## config.mk

```make
export PLATFORM = sky130hd
export DESIGN_NAME = result_serializer
export DESIGN_NICKNAME = d
export VERILOG_FILES = /design/src/rtl/matmul_pkg.sv /design/src/rtl/result_serializer.sv
export SDC_FILE = /design/constraint.sdc
export NUM_CORES = 1
export LEC_CHECK = 0
export ABC_CLOCK_PERIOD_IN_PS = 2600
export CORE_MARGIN = 3
export CORE_UTILIZATION = 40
export CTS_CLUSTER_DIAMETER = 30
export DETAILED_ROUTE_END_ITERATION = 7
export DONT_BUFFER_PORTS = 1
export HOLD_SLACK_MARGIN = 0.05
export PLACE_DENSITY = 0.65
export SLEW_MARGIN = 20
export SYNTH_ARGS = -nofsm -noshare
export SYNTH_HDL_FRONTEND = slang
export SYNTH_SLANG_ARGS = --single-unit
```

## constraint.sdc

```tcl
create_clock -name clk -period 2.6 [get_ports clk]
set_input_delay 0.52 -clock clk [delete_from_list [all_inputs] [get_ports clk]]
set_output_delay 0.52 -clock clk [all_outputs]
set_load 0.02 [all_outputs]
```

## src/rtl/matmul_pkg.sv

```systemverilog
// rtl/matmul_pkg.sv - shared constants and serializer state encoding
package matmul_pkg;

  localparam int DATA_W = 16;
  localparam int ADDR_W = 8;
  localparam int MAX_N  = 15;

  typedef enum logic [3:0] {
    S_IDLE,
    S_FETCH,
    S_LATCH,
    S_SEND_HI,
    S_ACK_HI,
    S_DRAIN_HI,
    S_SEND_LO,
    S_ACK_LO,
    S_DRAIN_LO,
    S_FINISH
  } ser_state_t;

  // Element count of an N x N matrix; 15*15 = 225 still fits in 8 bits.
  function automatic logic [7:0] elem_count(input logic [3:0] n);
    logic [7:0] n8;
    n8 = {4'd0, n};
    return n8 * n8;
  endfunction

endpackage

```

## src/rtl/result_serializer.sv

```systemverilog
// rtl/result_serializer.sv - streams the N x N result matrix to the UART, MSB byte first
module result_serializer
  import matmul_pkg::*;
#(
  parameter int DATA_W = matmul_pkg::DATA_W,
  parameter int ADDR_W = matmul_pkg::ADDR_W
) (
  input  logic              clk,
  input  logic              rst,
  input  logic              start,
  input  logic [3:0]        matrix_size,
  output logic [ADDR_W-1:0] rd_addr,
  output logic              rd_en,
  input  logic [DATA_W-1:0] rd_data,
  output logic [7:0]        tx_data,
  output logic              tx_send,
  input  logic              tx_busy,
  output logic              busy,
  output logic              done
);

  ser_state_t        state, state_n;
  logic              start_q;
  logic              start_edge;
  logic [7:0]        idx;
  logic [7:0]        total;
  logic [DATA_W-1:0] word_q;
  logic [7:0]        tx_q;
  logic              last_elem;

  assign start_edge = start & ~start_q;
  assign last_elem  = (idx == total - 8'd1);

  // State register
  always_ff @(posedge clk or posedge rst) begin
    if (rst) state <= S_IDLE;
    else     state <= state_n;
  end

  // Frame bookkeeping: edge detector, element counter, fetched word, last sent byte
  always_ff @(posedge clk or posedge rst) begin
    if (rst) begin
      start_q <= 1'b0;
      idx     <= '0;
      total   <= '0;
      word_q  <= '0;
      tx_q    <= '0;
    end else begin
      // start_q tracks in every state so a level held past FINISH is not a new edge
      start_q <= start;
      case (state)
        S_IDLE: begin
          if (start_edge) begin
            total <= elem_count(matrix_size);
            idx   <= '0;
          end
        end
        S_LATCH:    word_q <= rd_data;
        S_DRAIN_LO: if (!tx_busy && !last_elem) idx <= idx + 8'd1;
        default: ;
      endcase
      if (tx_send) tx_q <= tx_data;
    end
  end

  // Next-state logic
  always_comb begin
    state_n = state;
    case (state)
      S_IDLE: begin
        if (start_edge) state_n = (matrix_size == 4'd0) ? S_FINISH : S_FETCH;
      end
      S_FETCH:    state_n = S_LATCH;
      S_LATCH:    state_n = S_SEND_HI;
      S_SEND_HI:  if (!tx_busy) state_n = S_ACK_HI;
      S_ACK_HI:   if (tx_busy)  state_n = S_DRAIN_HI;
      S_DRAIN_HI: if (!tx_busy) state_n = S_SEND_LO;
      S_SEND_LO:  if (!tx_busy) state_n = S_ACK_LO;
      S_ACK_LO:   if (tx_busy)  state_n = S_DRAIN_LO;
      S_DRAIN_LO: if (!tx_busy) state_n = last_elem ? S_FINISH : S_FETCH;
      S_FINISH:   state_n = S_IDLE;
      default:    state_n = S_IDLE;
    endcase
  end

  // Outputs; tx_data shows the pending byte in SEND and holds the sent byte afterwards
  always_comb begin
    rd_addr = ADDR_W'(idx);
    rd_en   = (state == S_FETCH);
    tx_send = ((state == S_SEND_HI) || (state == S_SEND_LO)) && !tx_busy;
    busy    = (state != S_IDLE) && (state != S_FINISH);
    done    = (state == S_FINISH);
    case (state)
      S_SEND_HI: tx_data = word_q[DATA_W-1 -: 8];
      S_SEND_LO: tx_data = word_q[7:0];
      default:   tx_data = tx_q;
    endcase
  end

endmodule

```

; Word level (Yosys, flattened, before mapping)
; Cells that the tools add are included.
[word_totals]
register_bits = 45
input_bits = 24
output_inout_bits = 20
elab_cells = 57
[op_classes]
n_addsub = 2
n_mul = 1
eq_ne = 19
mux = 14
n_bitwise = 2
reduce_logical = 13
[op_table]
columns = op, n
row1 = $mux 4, 9
row2 = $pmux 4 s9, 1
row3 = $pmux 8 s2, 2
row4 = $eq 4x3->1 const B, 4
row5 = $mux 8, 2
row6 = $ne 2x2->1 const B, 8
row7 = $add 8x1->8 const B, 1
row8 = $eq 4x2->1 const B, 2
row9 = $eq 4x4->1 const B, 2
row10 = $eq 8x8->1, 1
row11 = $logic_not 4->1, 2
row12 = $mul 4x4->8, 1
row13 = $sub 8x1->8 const B, 1
row14 = $reduce_and 7->1, 1
row15 = $eq 4x1->1 const B, 1
row16 = $ne 4x4->1 const B, 1
row17 = $reduce_bool 4->1, 1
row18 = $logic_and 1x1->1, 3
row19 = $reduce_and 3->1, 1
row20 = $logic_not 1->1, 2
row21 = $reduce_and 2->1, 1
row22 = $reduce_bool 2->1, 1
row23 = $and 1x1->1, 1
row24 = $logic_or 1x1->1, 1
row25 = $not 1->1, 1

; Depth between registers and ports, before layout
; Gate-level depths: netlist of the first run.
[depth]
depth_word = 6
depth_mapped = 10
ltp_nobuf = 8

; Worst setup path after synthesis of the first run
; OpenSTA, ideal clock, no wires.
[synth_path]
kind = register to register
start = reg state[0]
end = reg idx[3], in the netlist rd_addr[3]
setup_time_ns = 0.135
arrival_time_ns = 2.331
t_required_ns = 2.465
path_slack_ns = 0.133
stages_incl_launch_ff = 10
n_path_buf = 3
period_less_slack_ns = 2.467
cell_sequence = dfrtp_1 -> buf_6 -> or4b_1 -> buf_2 -> a211o_1 -> or4_4 -> a31oi_4 -> or3_1 -> buf_6 -> o31ai_1
[synth_via]
elab_chain_len = 3
elab_cells_between_ends = 7
cone_classes = eq/ne: 3 / mux: 1 / reduce/logical: 3
[synth_rtl]
columns = element, line
row1 = from (decl), result_serializer.sv:22  ; ser_state_t state, state_n;
row2 = from (signal assigned), result_serializer.sv:37  ; else state <= state_n;
row3 = $eq 4x4->1 or $logic_not 4->1 (tied branches), result_serializer.sv:51  ; case (state)
row4 = $ne 2x2->1 (no line) or $reduce_bool 2->1 (tied branches), --
row5 = $reduce_and 3->1 (no line), --
row6 = to (signal assigned), result_serializer.sv:59  ; S_DRAIN_LO: if (!tx_busy && !last_elem) idx <= idx + 8'd1;
row7 = to (decl), result_serializer.sv:25  ; logic [7:0] idx;
; Several ways; a longest one is shown, not always the timed one.
; A chain may end at the register's enable or synchronous reset.

; Worst setup path after layout of the first run
[layout_path]
start = reg state[3]
end = out tx_data[4]
[layout_via]
elab_chain_len = 2
elab_cells_between_ends = 3
cone_classes = eq/ne: 2 / mux: 1
[layout_rtl]
columns = element, line
row1 = $eq 4x3->1 or $eq 4x2->1 (tied branches), result_serializer.sv:93  ; case (state)
row2 = $pmux 8 s2 (*), result_serializer.sv:93
row3 = to (decl), result_serializer.sv:15  ; output logic [7:0] tx_data,
; Every way passes the cells marked *; elsewhere a longest branch is shown, timed or not.

==> results of run 1 <==
cells by family (layout without fill, tap and decap cells):
| group | after synthesis | count (layout) | share of synthesized area [%] |
|---|---|---|---|
| mux | 19 | 19 | 8.567 |
| compound gates | 64 | 64 | 16.68 |
| xor+xnor | 13 | 13 | 4.559 |
| simple gates | 95 | 95 | 19.79 |
| buf+inv | 21 | 31 | 3.808 |
| flops | 44 | 44 | 44.09 |
| fa+ha+maj | 5 | 5 | 2.505 |
per-stage QoR:
stage / power (mW) / cell area, sq um / worst slack [ns] / hold WS (ns) / cells
6_report: 3.220 / 2776 / 0.2041 / 0.2353 / 346
2_1_floorplan: 2.350 / 2497 / 0.1331 / 0.4497 / 261
5_1_grt: 3.504 / 2776 / 0.02903 / 0.2277 / 346
3_3_place_gp: 2.646 / 2648 / 0.2835 / 0.4618 / 338
3_5_place_dp: 2.682 / 2648 / 0.2378 / 0.4778 / 338
4_1_cts: 3.236 / 2764 / 0.01816 / 0.2321 / 346
power by group through the flow:
stage | Combinational (mW) | Sequential (mW) | Clock [mW]
2_1_floorplan | 1.26 | 1.09 | 0
3_3_place_gp | 1.50 | 1.14 | 0
3_5_place_dp | 1.53 | 1.16 | 0
4_1_cts | 1.53 | 1.14 | 0.560
5_1_grt | 1.74 | 1.19 | 0.582
6_report | 1.54 | 1.14 | 0.544
final timing paths:
| path | endpoint |
|---|---|
| worst max-delay path | tx_data[4] |
| min in group clk | start_q |
| worst min register to register | tx_q[4] |
| max in group asynchronous | rd_addr[4] |
| worst max register to register | rd_addr[4] |
| worst min-delay path | rd_addr[0] |
flip-flops by register name (all words and copies together) (netlist names):
signal,count
start_q,1
state,4
total,7
tx_q,8
word_q,16
rd_addr,8
cell type report:
type                            instances  area, sq um  share of cell area, %
Clock inverter                          3        47.55                  1.712
Timing Repair Buffer                   16        120.1                  4.326
Inverter                                7        26.28                 0.9464
Sequential cell                        44         1101                  39.66
Multi-Input combinational cell        196         1319                  47.50
Tap cell                               75        93.84                  3.380
Clock buffer                            5        68.82                  2.479
Yosys cell counts, types with 2 or more instances:
cell	count
inv_1	7
a211o_1	2
mux2_2	19
dfrtp_1	44
xor2_1	3
clkbuf_1	10
nor4_1	4
and3_1	3
a21oi_1	7
nor3_1	5
a22oi_1	8
o31ai_1	7
ha_1	5
a31oi_1	2
o41ai_1	2
nand3b_1	3
xnor2_1	10
and2_1	6
buf_6	2
a211oi_1	2
nand3_1	7
o21ai_1	2
nand2_1	37
nor2_1	8
nand2b_1	6
nor3b_1	2
nor2b_1	5
o21ai_0	27
worst register-to-register path: cells and delay by family, from the launching register on:
family,cells,cell delay (ns)
xor gates and xnor gates,1,0.13
DFF,1,0.49
AOI/OAI and AO/OA,3,0.50
and+or+nand+nor,2,0.58
buffers and inverters,2,0.26
adders and majority gates,1,0.31
routing by layer:
layer	track usage (%)	wire length, microns	vias up
met5	0	0	-
met4	4.748	48	0
met3	5.049	354	5
met2	24.79	2588	54
met1	20.14	2333	884
li1	-	-	950
timing repair:
| item | in CTS | in global routing |
|---|---|---|
| endpoints found under the setup margin | 0 | 9 |
| hold buffers | 0 | 0 |
| gates resized for setup | 0 | 5 |
==> summary.md, run 1 <==
| Metric | Value |
|---|---|
| Outcome | `finished clean` |
| Most Frequent Cell on Critical Path | `buf_4` |
| Clock Skew | `~0.0065 ns` |
| Aggregate global routing overflow | `0` |
| Number of stages on the worst setup path | `6` |
| Count of H-tree levels built during CTS | `2` |
| Total number of placement rows | `28` |
| Count of clock tree sinks | `44` |
| Most frequent cells in the layout | `44 x dfrtp_1, 37 x nand2_1, 27 x o21ai_0` |
| Initial detailed-routing violation count | `45` |
| Gate family responsible for the most delay along the worst path | `simple AND/OR/NAND/NOR gates` |
| Clock-pin slew of the registers on the worst-case setup and hold paths | `0.09 ns` |
| Arrival time reported for the critical path endpoint | `1.88 ns` |
| Unrepaired setup endpoints after global routing | `false` |
| Global-route usage over all layers | `~16%` |
| Antenna Nets Post-Route | `0` |
| Area leader, netlist | `dfrtp_1` |
| Proportion of synthesized flip-flops having asynchronous set or reset | `100.0%` |
| Yosys warnings | `0` |
| Full die area | `approximately 0.0072 sq mm` |
| Global-route wire length before repair | `9211 microns` |
| Pwr dens | `1160 mW/mm^2` |
| Number of setup buffers added after CTS | `0` |
| Cell Chain, Critical Path | `buf_4 -> nor2_1 -> and3_2 -> buf_4 -> a22oi_1 -> nand2_1` |
| Gate Count Post-Synth | `261` |
| Slew @ Worst Pin | `between 0.5 and 0.6 ns` |
| Die Span Y | `85.02 microns` |
| # port buffers | `0` |
| Synthesized Nets | `290` |
| Post-synth EDFFs | `0` |
| R2R Setup Slk | `0.22 ns` |
| CTS tree | `done` |
| First-pass iteration count of the detailed router | `4` |
| Antenna fix cells | `0` |
| Clock period minus final worst setup slack | `2.396 ns` |
| Placer's final routability congestion estimate | `around 0.81` |
| Library cell contributing the largest single delay on the critical path | `dfrtp_1` |
| Clock power frac | `16.9%` |
| Detailed-placement wirelength estimate | `between 3000 and 4000 microns` |
| Int Pwr | `1.882 mW` |
| Leakage power total | `1.178 nW` |
| Prevailing post-synth register cell | `dfrtp_1` |
| Portion of the post-synthesis area used by sequential elements | `44.09%` |
| Achievable clock frequency | `417.4 MHz` |
| Final number of max-transition violations | `0` |
| Clock insertion delay at the later pin of the skew report | `0.30 ns` |
| Launching point of the worst reg2reg path | `total[0]` |
| Number of maximum-capacitance violations | `0` |
| Launching element of the worst setup path | `state[3]` |
| Netlist Area Pre-Place | `roughly 0.0025 sq mm` |
| Core Area | `0.005991 sq mm` |
| Peak supply drop | `around 700 uV` |
| Biggest fanout along the worst timing path | `14` |
| Final Setup Violations | `0` |
| Final Hold Vio Count | `0` |
| Proportion of power drawn by combinational gates | `between 40% and 50%` |
| Syn Area/Cell | `approximately 9.6 sq um` |
| Largest net degree at the start of global routing | `45` |
| Clock tree root driver cell | `clkbuf_8` |
| Layout cell share with drive strength beyond 1 | `between 20% and 30%` |
| Count of pins on the block boundary | `44` |
| Cell count of the worst reg-to-reg path | `9` |
| Sw Ratio | `41.55%` |
| Kind of start point of the critical path | `flop` |
| Count of unresolved DRC violations after routing | `0` |
| Flip-flop and latch count after synthesis | `44` |
| Total wirelength of the detailed-routed design | `5326 microns` |
| Count of cell types in the netlist | `44` |
| Classification of the worst setup path | `reg -> out` |
| Yosys top cell area share | `between 40% and 50%` |
| Die width | `85.02 microns` |
| Leading cell type in the layout, fill and taps excluded | `dfrtp_1` |
| Area added between synthesis and finish | `11.17%` |
| Initial standard-cell utilization of the core | `a little over two fifths` |
| Required @ worst endpoint | `2.08 ns` |
| Number of inserted filler cells in the final layout | `576` |
| WL/cell | `15.39 microns` |
| Via total after detailed routing | `1893` |
| Largest stage delay, worst path | `0.39 ns` |
| Number of buffers and inverters on the critical path | `2` |
| Maximum clock insertion buffer count | `2` |
| End-of-flow core utilization | `a little under half` |
| Share of the clock period used by the worst path | `92.15%` |
| Total net switching power | `1.338 mW` |
| Slew margin rel. | `61.38%` |
| Number of buffers added by the clock tree synthesis step | `5` |
| Hold Path Class | `in -> async` |
| Number of global-route vias before repair | `1941` |
| Number of nets at the end of the flow | `~300` |
| Detailed-route vias per instance | `5.471` |
| Worst Setup End Kind | `primary output` |
| Sequential share of power | `35.4%` |
| Number of antenna violations at the first check in global routing | `0` |
| Largest cells by area after synthesis | `dfrtp_1 44%, mux2_2 8.6%, nand2_1 5.6%` |
| Final TNS setup | `0 ns` |
(Power assumes the default switching activity.)
==> run 2: changes to the inputs <==
--- a/config.mk
+++ b/config.mk
@@ -13,6 +13,7 @@
 export DONT_BUFFER_PORTS = 1
 export HOLD_SLACK_MARGIN = 0.05
 export PLACE_DENSITY = 0.65
+export SKIP_LAST_GASP = 1
 export SLEW_MARGIN = 20
 export SYNTH_ARGS = -nofsm -noshare
 export SYNTH_HDL_FRONTEND = slang
==> results of run 2 <==
Final layout, timing and power as in run 1 (identical DEF).
